File: src/rtl/branch_pred_table.sv
// branch_pred_table: tagged 2-bit-counter jump predictor with multi-cycle clear; define BPT_GLOBAL_HISTORY_EN to XOR a global history into lookup_idx
module branch_pred_table #(
  parameter int ADDR_W = 16,
  parameter int ENTRIES = 16,
  parameter int TAG_W = 6,
  parameter int CNT_W = 16,
  localparam int IDX_W = $clog2(ENTRIES)
) (
  input  logic              clk,
  input  logic              reset,
  input  logic [ADDR_W-1:0] lookup_pc,
  output logic              pred_taken,
  output logic [ADDR_W-1:0] pred_target,
  output logic [IDX_W-1:0]  lookup_idx,
  input  logic              update_en,
  input  logic [ADDR_W-1:0] update_pc,
  input  logic [IDX_W-1:0]  update_idx,
  input  logic              update_taken,
  input  logic [ADDR_W-1:0] update_target,
  input  logic              update_pred_taken,
  input  logic [ADDR_W-1:0] update_pred_target,
  output logic              jump_pred_miss,
  output logic              jump_pred_adr_miss,
  input  logic              clear,
  output logic              busy,
  output logic [CNT_W-1:0]  mispredict_cnt
);
  typedef enum logic {IDLE, CLEAR} state_t;
  state_t state, state_nx;
  logic [IDX_W-1:0] ptr, ptr_nx;
  logic [ENTRIES-1:0] valid;
  logic [TAG_W-1:0] tag_q [ENTRIES];
  logic [ADDR_W-1:0] tgt_q [ENTRIES];
  logic [1:0] ctr_q [ENTRIES];
  logic [TAG_W-1:0] lk_tag, up_tag;
  logic [1:0] up_ctr, cur_ctr;
  logic upd, up_hit, unused_bits;
  assign busy = state == CLEAR;
  assign upd = update_en && !busy;
  assign lk_tag = lookup_pc[IDX_W+TAG_W-1:IDX_W];
  assign up_tag = update_pc[IDX_W+TAG_W-1:IDX_W];
  assign unused_bits = ^update_pc;
`ifdef BPT_GLOBAL_HISTORY_EN
  logic [IDX_W-1:0] ghr;
  // global history of accepted update directions, restarted by every clear request
  always_ff @(posedge clk) begin
    if (reset || clear) ghr <= '0;
    else if (upd) ghr <= IDX_W'({ghr, update_taken});
  end
  assign lookup_idx = lookup_pc[IDX_W-1:0] ^ ghr;
`else
  assign lookup_idx = lookup_pc[IDX_W-1:0];
`endif
  assign pred_taken = valid[lookup_idx] && tag_q[lookup_idx] == lk_tag && ctr_q[lookup_idx][1] && !busy;
  assign pred_target = pred_taken ? tgt_q[lookup_idx] : lookup_pc + 1'b1;
  assign jump_pred_miss = update_en && (update_taken != update_pred_taken);
  assign jump_pred_adr_miss = update_en && update_taken && update_pred_taken && (update_target != update_pred_target);
  assign up_hit = valid[update_idx] && tag_q[update_idx] == up_tag;
  assign cur_ctr = ctr_q[update_idx];
  // saturating counter step on a hit, weakly-taken seed on allocation
  always_comb begin
    up_ctr = !up_hit ? 2'b10 : update_taken ? (&cur_ctr ? cur_ctr : cur_ctr + 1'b1) : (|cur_ctr ? cur_ctr - 1'b1 : cur_ctr);
  end
  // entry payload; only valid bits need a reset value
  always_ff @(posedge clk) begin
    if (upd && update_taken) tgt_q[update_idx] <= update_target;
    if (upd && update_taken && !up_hit) tag_q[update_idx] <= up_tag;
    if (upd && (up_hit || update_taken)) ctr_q[update_idx] <= up_ctr;
  end
  // valid bits: set on allocation, swept clear one per cycle while busy
  always_ff @(posedge clk) begin
    if (reset) valid <= '0;
    else begin
      if (upd && update_taken) valid[update_idx] <= 1'b1;
      if (busy) valid[ptr] <= 1'b0;
    end
  end
  // clear sequencer next state; a new clear request restarts the sweep
  always_comb begin
    state_nx = (clear || (busy && ptr != IDX_W'(ENTRIES - 1))) ? CLEAR : IDLE;
    ptr_nx = (clear || !busy) ? '0 : ptr + 1'b1;
  end
  // clear sequencer state register
  always_ff @(posedge clk) begin
    if (reset) begin
      state <= IDLE;
      ptr <= '0;
    end else begin
      state <= state_nx;
      ptr <= ptr_nx;
    end
  end
  // saturating mispredict counter
  always_ff @(posedge clk) begin
    if (reset) mispredict_cnt <= '0;
    else if ((jump_pred_miss || jump_pred_adr_miss) && !(&mispredict_cnt)) mispredict_cnt <= mispredict_cnt + 1'b1;
  end
endmodule

File: config.mk
export PLATFORM = sky130hd
export DESIGN_NAME = branch_pred_table
export DESIGN_NICKNAME = d
export VERILOG_FILES = /design/src/rtl/branch_pred_table.sv
export SDC_FILE = /design/constraint.sdc
export NUM_CORES = 1
export LEC_CHECK = 0
export BUFFER_PORTS_ARGS = -buffer_cell sky130_fd_sc_hd__clkbuf_2
export CORE_UTILIZATION = 40
export DETAILED_ROUTE_END_ITERATION = 10
export PLACE_DENSITY_LB_ADDON = 0.12
export SYNTH_ARGS = -nofsm -noshare
export SYNTH_HDL_FRONTEND = slang
export SYNTH_SLANG_ARGS = --single-unit
File: constraint.sdc
create_clock -name clk -period 9.45 [get_ports clk]
set_input_delay 2.3625 -clock clk [delete_from_list [all_inputs] [get_ports clk]]
set_output_delay 2.3625 -clock clk [all_outputs]
set_load 0.02 [all_outputs]
==> impl_metrics.ini, run 1 <==
[synth]
syn_inst = 1005
synth.area.top_cells = edfxtp_1, mux4_2, dfxtp_1
synth_edf_count = 384
syn_nets = 1085
synth_top_area_share_pct = 62.89
yosysWarnings = 0
yosysTopAreaCell = edfxtp_1
synth-main-ff-cell = edfxtp_1
async_flop_share_pct = 0
syn_area_mm2 = 0.01834
ys_seq_elements = 421
syn_area_per_cell_um2 = 18.25
seq_area_frac_synth_pct = 66.93
ys_types = 51

[min_path]
hold_path_depth = 1
holdPathEnd = ptr[0]
hold_path_startpoint = ptr[0]
hold_path.class = flip-flop to flip-flop

[pwr]
ir_worst_vdd_uv = 109.4
p_int_mw = 3.192
p_switching_uw = 885.0
clkPwrFrac_pct = 43.5
power_frac_seq_pct = 50.2
p_leak_nw = 6.844
sw_frac_of_total_pct = 21.71
combinationalPowerShare_pct = 6.3
power_density_mw_per_mm2 = 192.7
total_power_mw = 4.077

[worst_setup_path]
cp_slowest_cell = buf_4
required_ns = 7.09
end_kind = output port
path_cells = buf_4 > buf_4 > o21ai_0 > mux4_2 > a22oi_1 > nor3_1 > a21boi_4 > buf_12 > a211oi_1 > clkbuf_2
critPathKind = input port to output port
path_common_cell = buf_4
critPathMaxStageDelay_ns = 0.57
cp_max_fo = 37
start_kind = input port
crit_arrival_ns = 5.84
path_delay_family = buffers and inverters
regToRegStartpoint = tag_q[6][2]
r2r_cells = 6
rr_endpoint = ctr_q[9][1]
regToRegSetupSlack_ns = 5.71
crit_buf_inv = 4

[global_route]
grt_use_met2_pct = 32.16
grt_pass1_vias = 10151
grt.overflow.total = 0
grt_pass1_wl_um = 68550
grt_max_degree = 46
grt_busiest_layer = met2
antenna_found_initial = 1
groute.usage.overall_pct = 20.39
grtUsageMet1_pct = 29.48
use_met3_pct = 3.677

[timing]
setup_viol = 0
fin_crit_ns = 8.198
tns_ns = 0
maxSlewViolCount = 0
relSlewSlack_pct = 32.86
fmax_mhz = 122.0
fin_skew_ns = 0.009896
fin_crit_sh_pct = 86.75
hold_viol_final = 0
rsz0062_at_grt = false
worst_pin_slew_ns = 1.002

[cells_and_area]
insertedDiodeCount = 0
final_util_pct = 46.71
fin_nets = 1208
stdcell_area_mm2 = 0.02115
layout-area-overhead-vs-synth_pct = 15.36
final_cells = 1765
drive_gt1_share_pct = 33.56

[clocking]
numCtsBuffers = 48
cts_sinks = 421
htreeDepth = 2
cts_resized = 0
cts_setup_buffers = 0
clockBufferDepth = 3
clock_latency_ns = 0.57
cts_hold_buf = 0
clkSlewWorstSetupHoldPaths_ns = 0.06
cts_tree = done
clk_root_buffer_cell = clkbuf_16

[routing]
wire_per_inst_um = 26.60
dr.pass1.iters = 4
viasPerCell = 5.607
drt_iter0_markers = 758
num_vias = 9897
ant_nets = 0
wirelength_um = 46960
drc = 0

[place]
hpwl_um = 29280
dp.cells = 1678
gp_congestion = 0.7849
place_area_mm2 = 0.01966
io_buffer_count = 103

[floorplan]
die_w_um = 216.1
coreArea_mm2 = 0.04528
pin_count = 114
die_h_um = 216.1
start_util_pct = 40.49
rows = 78
die_area_mm2 = 0.04670

[outcome]
outcome = finished, final reports clean

[job]
cap_violations = 0
## worst register-to-register path, stage by stage, from the launching register on
cell      delay [ns]
edfxtp_1        0.39
mux4_2          0.49
mux4_2          0.49
xnor2_1         0.33
o2111a_1        0.82
nor2_1          0.42
nor3_1          0.44
## through the flow
stage                     hold WS, ns  worst slack, ns
after floorplan                0.4449            2.167
after global placement         0.4699            1.230
after detailed placement       0.4791            1.245
after global routing           0.5374           0.9698
final                          0.4849            1.252
after CTS                      0.4923            1.252
## Yosys cell counts (2+ instances only)
| master | n |
|---|---|
| buf_12 | 2 |
| o21a_1 | 2 |
| mux4_1 | 2 |
| nand4_1 | 11 |
| nand2_1 | 33 |
| clkbuf_1 | 30 |
| nor2b_1 | 6 |
| nor4b_1 | 2 |
| nand3_1 | 19 |
| mux2_4 | 7 |
| edfxtp_1 | 384 |
| a211oi_1 | 14 |
| a31o_1 | 2 |
| or2_2 | 2 |
| mux2i_1 | 26 |
| buf_4 | 5 |
| xnor2_1 | 36 |
| mux2_2 | 9 |
| a311oi_1 | 3 |
| a21oi_1 | 4 |
| mux4_2 | 143 |
| o21ai_0 | 11 |
| or3_1 | 2 |
| dfxtp_1 | 37 |
| inv_1 | 7 |
| buf_1 | 9 |
| nor3_1 | 44 |
| and3_1 | 5 |
| nand2b_1 | 3 |
| nor4_1 | 9 |
| nor2_1 | 63 |
| xor2_1 | 25 |
| and2_1 | 7 |
| buf_2 | 17 |
| ha_1 | 6 |
| and4_1 | 3 |
## registers in the layout, summed over array words and instances, names as in the netlist
register / count
busy: 1
ctr_q: 32
ptr: 4
tag_q: 96
valid: 16
mispredict_cnt: 16
tgt_q: 256
## area by class of cell
cell class / count / area (µm²)
repair buffers: 137 / 794.5
inverters: 7 / 26.28
multi-input cells: 513 / 5813
clock inverters: 22 / 191.4
well taps: 600 / 750.7
flip-flops and latches: 421 / 12270
clock buffers: 65 / 1305
fillers: 3940 / 24130
## layout by cell type, fill, tap and decap left out, drive strengths merged, types with 4 or more instances in the layout
cell and instances:
mux2 16, nand3 19, clkbuf 165, a21oi 4, inv 8, mux4 145
xnor2 36, and2 7, nor3 44, mux2i 26, edfxtp 384, and3 5
o21ai 12, clkinv 18, or2 4, dfxtp 37, xor2 25, nand4 11
nand2 33, nor2b 6, a211oi 14, nor4 9, ha 6, buf 37
nor2 63
## routing by layer
layer	part of all wire (%)	wire length, µm	vias to the layer above
met4	1.8	833	2
met5	0.023	11	-
met2	47	22210	290
met3	5.0	2340	61
met1	46	21560	5209
li1	-	-	4335
## power groups by stage
stage / registers (mW) / clock network [mW] / logic (mW)
floorplan: 2.08 / 0 / 0.162
global placement: 2.08 / 0 / 0.259
detailed placement: 2.08 / 0 / 0.261
CTS: 2.05 / 1.81 / 0.262
global route: 2.05 / 1.88 / 0.277
finish: 2.05 / 1.77 / 0.258
## how the worst max path moves through the flow
stage / startpoint / endpoint / depth (start not counted)
CTS: lookup_pc[0] / pred_target[1] / 9
global route: lookup_pc[0] / pred_target[1] / 9
global placement: lookup_pc[0] / pred_target[1] / 9
detailed placement: lookup_pc[0] / pred_target[1] / 9
floorplan: lookup_pc[0] / pred_target[15] / 7
finish: lookup_pc[1] / pred_target[3] / 10
## cells by family after synthesis
logic type / count (synthesis) / share of synthesized area (%)
buffers and inverters: 71 / 1.890
AO/OA/AOI/OAI: 45 / 1.788
multiplexers: 187 / 20.40
XOR/XNOR: 61 / 2.914
adder cells (fa/ha/maj): 7 / 0.4640
AND/OR/NAND/NOR: 213 / 5.623
flip-flops: 421 / 66.93
Power figures use the tool's default switching activity.
==> run 2, diff against run 1 <==
- CORE_ASPECT_RATIO: not set -> 0.7
- GPL_TIMING_DRIVEN: not set -> 0
==> run 2 against run 1 <==
  * Total power down 2.4%
  * Critical endpoint is now pred_target[1]
  * Die area barely moved
  * First-iteration DRC count grew 71%
  * Highest routed layer is now met4
==> impl_metrics.ini, run 2 (synthesis gave the netlist of run 1 again) <==
[outcome]
outcome = finished, final reports clean

[routing]
drc = 0
viasPerCell = 5.666
drt_iter0_markers = 1293
num_vias = 10244
dr.pass1.iters = 5
ant_nets = 0
wirelength_um = 49790
wire_per_inst_um = 27.54

[clocking]
clockBufferDepth = 3
cts_setup_buffers = 0
cts_sinks = 421
clkSlewWorstSetupHoldPaths_ns = 0.06
cts_hold_buf = 0
clock_latency_ns = 0.56
cts_tree = done
numCtsBuffers = 43
htreeDepth = 2
clk_root_buffer_cell = clkbuf_16
cts_resized = 0

[global_route]
grt_max_degree = 20
grt_pass1_wl_um = 71970
grt.overflow.total = 0
groute.usage.overall_pct = 21.60
grt_pass1_vias = 10125
antenna_found_initial = 1

[worst_setup_path]
required_ns = 7.09
startpoint = lookup_pc[1]
rr_endpoint = tag_q[15][3]
crit_arrival_ns = 6.60
r2r_cells = 7
end_kind = output port
critPathKind = input port to output port
cp_max_fo = 10
regToRegStartpoint = tag_q[15][4]
regToRegSetupSlack_ns = 5.74
start_kind = input port

[place]
io_buffer_count = 98
hpwl_um = 34990
gp_congestion = 0.8244

[timing]
relSlewSlack_pct = 7.355
tns_ns = 0
fin_crit_ns = 8.961
hold_viol_final = 0
fin_crit_sh_pct = 94.83
setup_viol = 0
hold-worst-slack_ns = 0.4912
fmax_mhz = 111.6
worst_pin_slew_ns = 1.379
fin_skew_ns = 0.01894
rsz0062_at_grt = false
maxSlewViolCount = 0

[floorplan]
start_util_pct = 40.62
rows = 65
coreArea_mm2 = 0.04514
die_h_um = 181.1
die_w_um = 257.9
pin_count = 114
die_area_mm2 = 0.04672

[cells_and_area]
layout-area-overhead-vs-synth_pct = 16.36
drive_gt1_share_pct = 32.89
top_regs = tgt_q x256, tag_q x96, ctr_q x32
final_util_pct = 47.27
layout_commonest_cell = edfxtp_1
most-common-layout-cells = edfxtp_1, mux4_2, clkbuf_2
fin_nets = 1250
regMostFlops = tgt_q
fillCellCount = 3830
largest_register_ffs = 256

[pwr]
combinationalPowerShare_pct = 7.0
p_leak_nw = 6.886
power_frac_seq_pct = 51.4
ir_worst_vdd_uv = 107.4
p_switching_uw = 892.4
p_int_mw = 3.087
sw_frac_of_total_pct = 22.43
power_density_mw_per_mm2 = 186.5
clkPwrFrac_pct = 41.6

[min_path]
hold_path_startpoint = ptr[0]
hold_path.class = flip-flop to flip-flop
holdPathEnd = ptr[0]
hold_path_depth = 1

[job]
cap_violations = 0
-- run 2: changes by cell type in the layout (fill, tap and decap cells not counted), sizes merged --
cell | previous run | this run
buf | 37 | 56
clkbuf | 165 | 179
clkinv | 18 | 22
clkinvlp | 0 | 1
diode | 0 | 1
inv | 8 | 9
-- run 2: cell type report --
cell class / count / area (µm²) / share of cell area, %
inverters: 7 / 26.28 / 0.1232
plain buffers: 64 / 320.3 / 1.501
flip-flops and latches: 421 / 12270 / 57.52
multi-input cells: 513 / 5818 / 27.27
clock inverters: 28 / 221.5 / 1.038
diodes: 1 / 2.502 / 0.01173
well taps: 603 / 754.5 / 3.536
clock buffers: 51 / 1127 / 5.284
repair buffers: 120 / 793.3 / 3.718
-- run 2: worst max-delay path by stage --
stage                      end  slack [ns]  cells after the start
4_1_cts         pred_target[1]        0.52                     10
3_3_place_gp    pred_target[2]        0.46                     10
3_5_place_dp    pred_target[1]        0.53                     10
2_1_floorplan  pred_target[15]        2.17                      7
5_1_grt         pred_target[1]        0.33                     10
6_report        pred_target[1]        0.49                     10
-- run 2: per-layer routing --
layer / up-vias / wire (µm) / part of all wire (%) / global-route usage (%)
met4: 0 / 788 / 1.6 / 4.781
met5: - / 0 / 0 / 0
met2: 399 / 20990 / 42 / 29.80
met1: 5367 / 24030 / 48 / 33.81
met3: 62 / 3983 / 8.0 / 5.738
li1: 4416 / - / - / -
-- run 2: worst max-delay path: stages --
cell and delay (ns):
clkbuf_2 0.15, buf_6 0.16, buf_2 0.39, buf_1 0.67, buf_1 0.56, clkbuf_1 0.77, mux4_2 0.47, mux4_2 0.54
mux2_2 0.33, clkbuf_2 0.17
-- run 2: per-stage QoR --
step / total power [mW] / std cells / worst slack (ns) / area, µm²
2_1_floorplan: 2.246 / 1005 / 2.167 / 18340
3_3_place_gp: 2.356 / 1706 / 0.4604 / 19580
6_report: 3.979 / 1808 / 0.4889 / 21340
4_1_cts: 4.008 / 1807 / 0.5214 / 21330
5_1_grt: 4.099 / 1808 / 0.3342 / 21340
3_5_place_dp: 2.362 / 1728 / 0.5299 / 19980
-- run 2: power by group through the flow --
stage / Combinational (mW) / Sequential (mW) / Clock, mW
CTS: 0.279 / 2.04 / 1.69
finish: 0.278 / 2.04 / 1.66
floorplan: 0.162 / 2.08 / 0
global placement: 0.272 / 2.08 / 0
detailed placement: 0.278 / 2.08 / 0
global route: 0.297 / 2.04 / 1.76
